## src/rtl/shift_rows_stream.sv

```systemverilog
// shift_rows_stream: per-beat ShiftRows/InvShiftRows byte routing into a 2-entry valid/ready FIFO
module shift_rows_stream #(
  parameter int NB = 4,
  parameter int TAG_W = 4
) (
  input  logic              clk,
  input  logic              rst_n,
  input  logic              in_valid,
  output logic              in_ready,
  input  logic [0:32*NB-1]  in_state,
  input  logic              in_inv,
  input  logic [TAG_W-1:0]  in_tag,
  output logic              out_valid,
  input  logic              out_ready,
  output logic [0:32*NB-1]  out_state,
  output logic              out_inv,
  output logic [TAG_W-1:0]  out_tag
);
  localparam int W = 32*NB;
  if (NB < 4 || NB > 8) begin : g_bad_nb
    $error("shift_rows_stream: NB must be 4..8");
  end
  function automatic int shift_of(input int r);
    return r == 0 ? 0 : r == 1 ? 1 : r == 2 ? (NB == 8 ? 3 : 2) : (NB >= 7 ? 4 : 3);
  endfunction
  logic [0:W-1] w_fwd, w_inv, w_res;
  for (genvar k = 0; k < 4*NB; k++) begin : g_byte
    localparam int R = k % 4;
    localparam int C = k / 4;
    localparam int S = shift_of(R);
    assign w_fwd[8*k +: 8] = in_state[8*(((C + S) % NB)*4 + R) +: 8];
    assign w_inv[8*k +: 8] = in_state[8*(((C - S + NB) % NB)*4 + R) +: 8];
  end
  assign w_res = in_inv ? w_inv : w_fwd;
  logic [0:W-1]     r_st  [2];
  logic             r_inv [2];
  logic [TAG_W-1:0] r_tag [2];
  logic             r_wp, r_rp;
  logic [1:0]       r_cnt;
  logic             w_push, w_pop;
  assign in_ready  = r_cnt != 2'd2;
  assign out_valid = r_cnt != 2'd0;
  assign w_push    = in_valid && in_ready;
  assign w_pop     = out_valid && out_ready;
  assign out_state = r_st[r_rp];
  assign out_inv   = r_inv[r_rp];
  assign out_tag   = r_tag[r_rp];
  always_ff @(posedge clk or negedge rst_n) begin
    if (!rst_n) begin
      r_wp     <= 1'b0;
      r_rp     <= 1'b0;
      r_cnt    <= 2'd0;
      r_st[0]  <= '0;
      r_st[1]  <= '0;
      r_inv[0] <= 1'b0;
      r_inv[1] <= 1'b0;
      r_tag[0] <= '0;
      r_tag[1] <= '0;
    end else begin
      if (w_push) begin
        r_st[r_wp]  <= w_res;
        r_inv[r_wp] <= in_inv;
        r_tag[r_wp] <= in_tag;
        r_wp        <= ~r_wp;
      end
      if (w_pop) r_rp <= ~r_rp;
      r_cnt <= r_cnt + 2'(w_push) - 2'(w_pop);
    end
  end
endmodule

```

## config.mk

```make
export PLATFORM = sky130hd
export DESIGN_NAME = shift_rows_stream
export DESIGN_NICKNAME = d
export VERILOG_FILES = /design/src/rtl/shift_rows_stream.sv
export SDC_FILE = /design/constraint.sdc
export NUM_CORES = 1
export LEC_CHECK = 0
export CORE_AREA = 2 2 161 163
export CTS_CLUSTER_SIZE = 40
export DETAILED_ROUTE_END_ITERATION = 12
export DIE_AREA = 0 0 163 165
export PLACE_DENSITY = 0.78
export SYNTH_ARGS = -nofsm -noshare
export SYNTH_HDL_FRONTEND = slang
export SYNTH_SLANG_ARGS = --single-unit
```

## constraint.sdc

```tcl
create_clock -name clk -period 3.6 [get_ports clk]
set_clock_uncertainty 0.1 [all_clocks]
set_input_delay 0.72 -clock clk [delete_from_list [all_inputs] [get_ports clk]]
set_output_delay 0.72 -clock clk [all_outputs]
set_load 0.03 [all_outputs]
```

Word level (Yosys, flattened, before mapping)
Cells that the tools add are included.

operators by class
  add/subtract/negate cells = 2
  $lt $le $gt $ge = 3
  eq/ne operators = 1
  muxes and demuxes = 19
  bitwise gates (word level) = 4
  reductions and logical operators = 4

operator list
  operator            count
  $mux 128            4
  $bwmux 256          1
  $demux 128 s1       1
  $mux 120            1
  $mux 4              4
  $bwmux 8            1
  $demux 4 s1         1
  $ge 2x2->1 const B  2
  $mux 1              4
  $not 1->2           2
  $logic_and 1x1->1   3
  $add 2x1->2         1
  $bwmux 2            1
  $lt 2x1->1 const B  1
  $ne 2x2->1 const B  1
  $not 1->1           2
  $reduce_bool 2->1   1
  $sub 2x1->2         1
  $demux 1 s1         1

storage, ports and cells
  flip-flop bits (word level) = 270
  input port bits = 137
  logic and storage cells = 42

Logic depth before layout (Yosys ltp)
  depth in word-level cells = 6
  gate-level depth with buffers = 6
  depth with buffers taken out = 5

Least setup slack after synthesis
Ideal clock, no wire load.

  path kind = register to output
  from = register r_rp
  to = output port out_state[10] (netlist bit)
  data arrival time = 1.484 ns
  path slack = 1.296 ns
  stages on the path, launching flop included = 5
  path buffers = 3
  path through = dfrtp_1 -> clkbuf_1 -> clkbuf_1 -> buf_2 -> mux2_2

on the way
  longest elaborated chain between the ends = 4

RTL lines
  item                                          line  source
  start, declared                               38    logic r_wp, r_rp;
  start signal, assigned                        66    if (w_pop) r_rp <= ~r_rp;
  $not 1->2 (not written as such)               45    assign out_state = r_st[r_rp];
  $mux 128 (not written as such) (3 in series)  45
  end, declared                                 15    output logic [0:32*NB-1] out_state,

No other way between the ends. The select of a mux whose other input is x is not followed.

Worst setup path in the final report
  from = register r_rp
  to = output port out_state[46] (netlist bit)

The elaborated chain is that of the path after synthesis.

==> impl_metrics.tcl <==
set metrics [dict create \
    status "finished clean" \
    power_frac_comb_pct 53.2 \
    seq_area_frac_synth_pct 54.4 \
    coreArea_um2 25000 \
    grt_start_max_net_pins 82 \
    path_clk_slew_ns 0.06 \
    drc 0 \
    grt_first_pass_wirelength_um 43000 \
    overflow 0 \
    antenna_found_initial 1 \
    diodes 0 \
    critPathMaxFanout 50 \
    regArea_um2 6760 \
    htreeDepth 1 \
    rsz0062_at_grt "false" \
    slowest_stage "dfrtp_4" \
    dp.cells 1368 \
    cts_sinks 270 \
    p_leak_nw 6.73 \
    initial_core_util_pct 49.6 \
    mappedNetlistNets 941 \
    timing.max_cap.violations 0 \
    hold_viol_final 0 \
    path_class "flip-flop to output port" \
    finalCritPeriodShare_pct 94.1 \
    hp-class "primary input to async pin" \
    nNetsFinal 1207 \
    fmax_mhz 295 \
    endpoint_kind "output port" \
    timing.final.ws_setup_ns 0.211 \
    max_slew_margin_pct 58.6 \
    multi_input_area_um2 5360 \
    crit_arrival_ns 2.57 \
    p_int_mw 11.1 \
    dpl_cell_area_um2 15500 \
    drt-pass1-iter-count 4 \
    rows 58 \
    die_h_um 165 \
    areaGrowthSynthToFinish_pct 32.2 \
    crit_path_max_incr_delay_ns 0.66 \
    ys_types 25 \
    cp_cell_sequence "buf_12 > mux2_2 > clkdlybuf4s50_1" \
    critPathBufInv 2 \
    die-area_um2 26900 \
    layout_commonest_cell "mux2_2" \
    syn_area_um2 12400 \
    synthArstFlopShare_pct 100 \
    p_switching_mw 6.57 \
    cts_root_buf "clkbuf_16" \
    ys_ff_latch 270 \
    critPathTopFamily "buffers and inverters" \
    cts.repair.resized 0 \
    port_buffers 271 \
    grt_usage_pct 20.0 \
    postLayoutCellArea_um2 16400 \
    clkLatencyLatePin_ns 0.52 \
    cts_buffers 29 \
    wl_um 26800 \
    syn_area_per_cell_um2 15.5 \
    p_total_mw 17.7 \
    viasPerCell 5.28 \
    place_ws_ns 0.752 \
    swShare_pct 37.1 \
    ys_warn_count 0 \
    drt_iter0_drc 308 \
    gp_congestion 0.753 \
    vias 7484 \
    ys.flop_type "dfrtp_1" \
    finalSetupViolations 0 \
    hold_buffers 0 \
    dp_hpwl_um 17400 \
    power_frac_seq_pct 30.5 \
    synthesis.instances 803 \
    io_pins 272 \
    post_cts_buffers 0 \
    die_x_um 163 \
    power.share.clock_pct 16.2 \
    crit_required_ns 2.78 \
    antenna_left 0 \
    first_global_vias 8172 \
    worstMarginPinSlew_ns 0.620 \
    hold-worst-slack_ns 0.0773 \
    startpoint_type "flip-flop" \
    fillers 1898 \
    tritoncts "built" \
    drive_gt1_share_pct 46.2 \
    clock_path_buffers 3 \
    fin_cells 1418 \
    period_needed_ns 3.39 \
    synth-edff-count 0 \
    vdd_ir_drop_max_v 0.000669 \
    fin_setup_tns_ns 0 \
    layout_common_cells "mux2_2, clkdlybuf4s50_1, dfrtp_1" \
    power.density_nw_per_um2 1080 \
    wl_per_cell_um 18.9 \
    utilization_pct 65.5 \
    final_max_slew_viol_count 0 \
]
[power by group through the flow]
stage          clock network, mW  logic [mW]  registers [mW]
2_1_floorplan                  0        6.41            5.12
3_3_place_gp                   0        9.37            5.36
3_5_place_dp                   0        9.46            5.44
4_1_cts                     2.97        9.52            5.40
5_1_grt                     3.10        9.94            5.60
6_report                    2.87        9.41            5.40
[routing by layer]
layer  up-vias  track usage (%)  share of wire [%]
met1      3798             25.6                 43
met2       192             34.1                 48
li1       3466                -                  -
met4         0             4.38                1.7
met5         -                0                  0
met3        28             5.42                7.2
[layout make-up]
type,count,area share (%)
well taps,330,2.52
clock buffers,37,4.97
multi-input cells,481,32.7
inverters,2,0.0458
flip-flops and latches,270,41.2
repair buffers,285,17.9
clock inverters,13,0.702
[synth_stat cells, types with 2 or more instances]
cell,count,area (um^2)
mux2_2,432,4860
dfrtp_1,270,6760
mux2_1,31,349
buf_2,20,100
clkbuf_1,13,48.8
buf_4,8,60.1
buf_6,7,78.8
buf_1,2,7.51
nor2_1,2,7.51
o21ai_0,2,10.0
xnor2_1,2,17.5
[worst reg2reg max path, stage by stage (launching register included)]
cell and delay, ns:
dfrtp_1 0.42, nor2b_2 0.25, inv_1 0.11, nand3_4 0.12
buf_12 0.34, mux2_2 0.49
[registers in the layout, indices dropped and copies added, names as in the netlist]
name,cells
r_wp,1
r_inv,2
r_st,256
r_tag,8
r_rp,1
r_cnt,2
[cells by family after synthesis]
family	share of synthesized area, %
mux	42.0
flops	54.4
buf+inv	2.44
simple gates	0.565
compound gates	0.292
xor+xnor	0.141
fa+ha+maj	0.101
[path summary, 6_finish.rpt]
check                               start       endpoint  slack [ns]  depth (start not counted)
max in group asynchronous           rst_n       r_st[87]        2.32                          2
min in group clk                r_st[235]      r_st[235]        0.38                          1
worst min register to register  r_st[235]      r_st[235]        0.38                          1
worst min-delay path                rst_n        r_st[9]        0.08                          1
worst max-delay path                 r_rp  out_state[46]        0.21                          3
worst max register to register   r_cnt[1]       r_st[86]        1.64                          5
(Power assumes the default switching activity.)
